--- src/rtl/pipeline_pkg.sv ---
// Shared constants and the fetch-state encoding for the RV64 pipeline front end.
package pipeline_pkg;
   localparam logic [31:0] NOP_INSTR      = 32'h0000_0013;
   localparam logic [31:0] HALT_INSTR_DEF = 32'h0000_0000;
   localparam logic [63:0] RESET_PC_DEF   = 64'h0;

   typedef enum logic {
      ST_RUN  = 1'b0,
      ST_HALT = 1'b1
   } fetch_state_t;
endpackage

--- src/rtl/if_id_reg.sv ---
// IF/ID pipeline register: load enable, synchronous clear to NOP bubble, valid bit.
module if_id_reg
   import pipeline_pkg::*;
#(
   parameter int XLEN = 64
) (
   input  logic            clk,
   input  logic            reset,
   input  logic            i_clear,
   input  logic            i_load,
   input  logic [XLEN-1:0] i_pc,
   input  logic [31:0]     i_instr,
   output logic [XLEN-1:0] o_pc,
   output logic [31:0]     o_instr,
   output logic            o_valid
);
   logic [XLEN-1:0] r_pc;
   logic [31:0]     r_instr;
   logic            r_valid;

   // Clear beats load so a redirect or halt always leaves a bubble behind.
   always_ff @(posedge clk) begin
      if (reset || i_clear) begin
         r_pc    <= '0;
         r_instr <= NOP_INSTR;
         r_valid <= 1'b0;
      end else if (i_load) begin
         r_pc    <= i_pc;
         r_instr <= i_instr;
         r_valid <= 1'b1;
      end
   end

   assign o_pc    = r_pc;
   assign o_instr = r_instr;
   assign o_valid = r_valid;
endmodule

--- src/rtl/if_stage.sv ---
// Instruction-fetch stage: PC register, RUN/HALT control, stall/flush counters, IF/ID register.
module if_stage
   import pipeline_pkg::*;
#(
   parameter int              XLEN       = 64,
   parameter logic [XLEN-1:0] RESET_PC   = RESET_PC_DEF[XLEN-1:0],
   parameter logic [31:0]     HALT_INSTR = HALT_INSTR_DEF,
   parameter int              CNT_W      = 32
) (
   input  logic             clk,
   input  logic             reset,
   input  logic             pc_write,
   input  logic             IF_ID_write,
   input  logic             flush,
   input  logic [XLEN-1:0]  branch_target,
   output logic [XLEN-1:0]  imem_addr,
   input  logic [31:0]      imem_rdata,
   output logic [XLEN-1:0]  IF_ID_pc,
   output logic [31:0]      IF_ID_instr,
   output logic             IF_ID_valid,
   output logic [4:0]       IF_ID_rs1,
   output logic [4:0]       IF_ID_rs2,
   output logic             halted,
   output logic [CNT_W-1:0] stall_count,
   output logic [CNT_W-1:0] flush_count
);
   fetch_state_t     r_state, w_state_next;
   logic [XLEN-1:0]  r_pc, w_pc_next;
   logic [CNT_W-1:0] r_stall_cnt, w_stall_cnt_next;
   logic [CNT_W-1:0] r_flush_cnt, w_flush_cnt_next;
   logic             w_ifid_clear;
   logic             w_ifid_load;
   logic [XLEN-1:0]  w_target_aligned;

   assign w_target_aligned = branch_target & ~XLEN'(3);

   always_ff @(posedge clk) begin
      if (reset) begin
         r_state     <= ST_RUN;
         r_pc        <= RESET_PC;
         r_stall_cnt <= '0;
         r_flush_cnt <= '0;
      end else begin
         r_state     <= w_state_next;
         r_pc        <= w_pc_next;
         r_stall_cnt <= w_stall_cnt_next;
         r_flush_cnt <= w_flush_cnt_next;
      end
   end

   // Priority: flush > halt-detect > stall > normal; HALT holds everything.
   always_comb begin
      w_state_next     = r_state;
      w_pc_next        = r_pc;
      w_stall_cnt_next = r_stall_cnt;
      w_flush_cnt_next = r_flush_cnt;
      w_ifid_clear     = 1'b0;
      w_ifid_load      = 1'b0;
      if (flush) begin
         w_pc_next        = w_target_aligned;
         w_ifid_clear     = 1'b1;
         w_flush_cnt_next = r_flush_cnt + 1'b1;
         w_state_next     = ST_RUN;
      end else if (r_state == ST_RUN) begin
         if (pc_write && (imem_rdata == HALT_INSTR)) begin
            w_ifid_clear = 1'b1;
            w_state_next = ST_HALT;
         end else begin
            if (pc_write) begin
               w_pc_next = r_pc + XLEN'(4);
            end else begin
               w_stall_cnt_next = r_stall_cnt + 1'b1;
            end
            w_ifid_load = IF_ID_write;
         end
      end
   end

   if_id_reg #(
      .XLEN (XLEN)
   ) u_if_id_reg (
      .clk     (clk),
      .reset   (reset),
      .i_clear (w_ifid_clear),
      .i_load  (w_ifid_load),
      .i_pc    (r_pc),
      .i_instr (imem_rdata),
      .o_pc    (IF_ID_pc),
      .o_instr (IF_ID_instr),
      .o_valid (IF_ID_valid)
   );

   assign imem_addr   = r_pc;
   assign IF_ID_rs1   = IF_ID_instr[19:15];
   assign IF_ID_rs2   = IF_ID_instr[24:20];
   assign halted      = (r_state == ST_HALT);
   assign stall_count = r_stall_cnt;
   assign flush_count = r_flush_cnt;
endmodule

--- config.mk ---
export PLATFORM = sky130hd
export DESIGN_NAME = if_stage
export DESIGN_NICKNAME = d
export VERILOG_FILES = /design/src/rtl/pipeline_pkg.sv /design/src/rtl/if_id_reg.sv /design/src/rtl/if_stage.sv
export SDC_FILE = /design/constraint.sdc
export NUM_CORES = 1
export LEC_CHECK = 0
export ABC_CLOCK_PERIOD_IN_PS = 2200
export CORE_UTILIZATION = 40
export DETAILED_ROUTE_END_ITERATION = 8
export PLACE_DENSITY = 0.73
export SYNTH_ARGS = -nofsm -noshare
export SYNTH_HDL_FRONTEND = slang
export SYNTH_SLANG_ARGS = --single-unit
export TNS_END_PERCENT = 20
--- constraint.sdc ---
create_clock -name clk -period 2.2 [get_ports clk]
set_clock_uncertainty 0.05 [all_clocks]
set_input_delay 0.22 -clock clk [delete_from_list [all_inputs] [get_ports clk]]
set_output_delay 0.22 -clock clk [all_outputs]
set_load 0.02 [all_outputs]
==> metrics <==
outcome finished clean; PwrDens between 500 and 600 nW/um^2; max-cap violations 0; metal2 WL 19400 microns; clk_lat worst skew 0.52 ns; VDD IR-drop max ~0.49 mV; Met1 Wirelength between 15000 and 20000 microns; pre-CTS setup slack -0.521 ns; fmax about 0.47 GHz; Multi-input gate area between 5000 and 6000 sq um; Leak Pwr approximately 5.6 nW; Post-synth top cells dfxtp_1 (222), nand3_1 (148), nor2_1 (116), o21ai_0 (110), a21oi_1 (105); Worst-path clk slew 0.06 ns; Worst R2R Start flush_count[16]; CTS tree done; Max Slew Vio Count 0; clk sinks between 200 and 250; worst reg2reg setup slack 0.06 ns; Yosys cell types 69; final instance area between 15000 and 20000 sq um; CTS Root Cell clkbuf_16; final critical-path share of the clock period between 90% and 100%; gpl congestion 0.905; Crit Path Category reg -> reg; total number of vias 12263; FF-to-FF End flush_count[27]; Cells after Synth between 1000 and 1500; largest area contributor in the netlist dfxtp_1; top-count cell post-synth dfxtp_1; Synth Register Bits 222; Post-DP Area 15400 sq um; GRT Total Usage between 20 and 30%; Final Critical Period between 2 and 2.5 ns; Cell Rows 60; Ports 337; # fillers roughly 2400; Area contributors post-synth dfxtp_1 (41%), nand3_1 (6.8%), o21ai_0 (5.1%); Top FF cell, synth dfxtp_1; post-route setup slack 0.0631 ns; # H-tree levels 1; post-route ant nets 0; post-synthesis sequential area ratio 40.8%; Initial DRC Count between 1000 and 1500; vias per cell a little under 6; Final Hold Viols 0; Worst Hold Class in -> reg; Layout area overhead 49.9%; Met3 Routed Length roughly 3400 microns; FF+latch area approximately 4500 sq um; Critical Path Source Type flip-flop; Initial Util just over 40%; vias in the first global route 11680; CP Data Arrival Time roughly 2.5 ns; largest net degree at the start of global routing 95; Hold WS ~0.037 ns; Synth warnings 0; drt pass-1 iters 5; Die X 167 microns; top layer in use met4; Post-synth EDFFs 0; Worst Hold End imem_addr[59]; initial antenna violation count 1; die area between 20000 and 30000 sq um; DP HPWL ~29000 microns; RSZ-0062 raised after global routing true; # DRC 0; hold depth 2; GRT Residual Overflow 0; share of layout cells above drive strength 1 14.2%; die height around 170 microns; post-synth top area share 40.8%; TritonCTS Buffers 25; Std-Cell Core Area around 27000 sq um; Critical Path RT between 2 and 3 ns; Worst Path Max Fanout 10; # setup viols final 0; wirelength, routed ~40000 microns; critical hold path startpoint reset; Synth async-reset ratio 0%; port bufs 330; average wire per standard cell approximately 19 microns; first-pass GRT wire length 63100 microns; Tot Pwr 9.55 mW; clock buffer depth 3; Worst Setup End Kind flip-flop; nets approximately 1800; r2r worst-path depth 5; Post-Syn Area per Cell ~8 sq um; Mapped Area roughly 11000 sq um
==> report_power, final <==
group          internal (mW)  total [mW]  switching [mW]
clock                   2.30        3.97            1.67
sequential              4.13        4.26           0.124
combinational          0.624        1.32           0.700
total                   7.06        9.55            2.50
==> placed cells by master (no fill, tap or decap), types with 20 or more instances in the layout <==
cell type        count
nand3_1            146
clkdlybuf4s50_1    328
xnor2_1             29
dfxtp_1            213
o21ai_0            110
inv_1               29
a311oi_1            24
nor2_1             115
nor4_1              34
nand2_1             65
clkbuf_16           25
o31ai_1             20
or4_1               20
nand4_1             53
buf_4              144
nor3_1              32
a21oi_1            105
and3_1              30
==> flip-flops by register name, indices dropped and copies added, names as in the netlist <==
signal,count
flush_count,32
u_if_id_reg.o_valid,1
u_if_id_reg.o_pc,62
u_if_id_reg.o_instr,32
imem_addr,62
stall_count,32
halted,1
==> cell families after synthesis <==
group	count (synthesis)	share of synthesized area (%)
flip-flops	222	40.8
buffers and inverters	160	6.63
AO/OA/AOI/OAI	327	18.6
other	1	0.0344
multiplexers	6	0.597
adder cells (fa/ha/maj)	3	0.345
AND/OR/NAND/NOR	589	29.1
XOR/XNOR	48	3.86
==> layout make-up <==
class,count,share of cell area [%]
clock buffer,32,4.24
antenna,1,0.0153
multi-input combinational,977,36.2
timing repair buffer,488,28.5
clock inverter,6,0.352
inverter,30,0.690
sequential,222,27.4
tap,341,2.61
==> through the flow <==
step / util [%] / cells / setup TNS (ns)
floorplan: - / 1359 / -0.0896
global placement: 57.6 / 2056 / -58.79
detailed placement: 57.6 / 2056 / -65.32
CTS: 60.5 / 2095 / 0
global route: 60.9 / 2097 / -0.399
finish: 60.9 / 2097 / 0
==> worst max-delay path, stage by stage (launching register included) <==
cell and delay (ns):
dfxtp_1 0.40, nand4_1 0.21, or4_1 0.69, nor4_1 0.40, xnor2_1 0.19, nor2_1 0.07
==> per-layer routing <==
metal / track usage, % / vias up
li1: - / 5789
met1: 34.6 / 5840
met2: 47.9 / 561
met3: 6.06 / 73
met4: 8.78 / 0
met5: 0 / -
==> worst max path at each step <==
stage	start	to	slack [ns]
final	flush_count[16]	flush_count[27]	0.06
after global routing	imem_addr[19]	imem_addr[55]	-0.07
after CTS	imem_rdata[28]	imem_addr[16]	0.008
after detailed placement	imem_rdata[28]	imem_addr[16]	-0.52
after global placement	imem_rdata[28]	imem_addr[27]	-0.47
after floorplan	imem_addr[10]	imem_addr[48]	-0.02
==> repair_timing <==
action / 4_1_cts / 5_1_grt
resized for setup: 4 / 22
hold buffers: 0 / 0
gates cloned: 0 / 0
pin swaps: 1 / 10
hold endpoints to repair: 0 / 0
setup buffers: 1 / 1
setup endpoints to repair: 7 / 119
(Power assumes the default switching activity.)
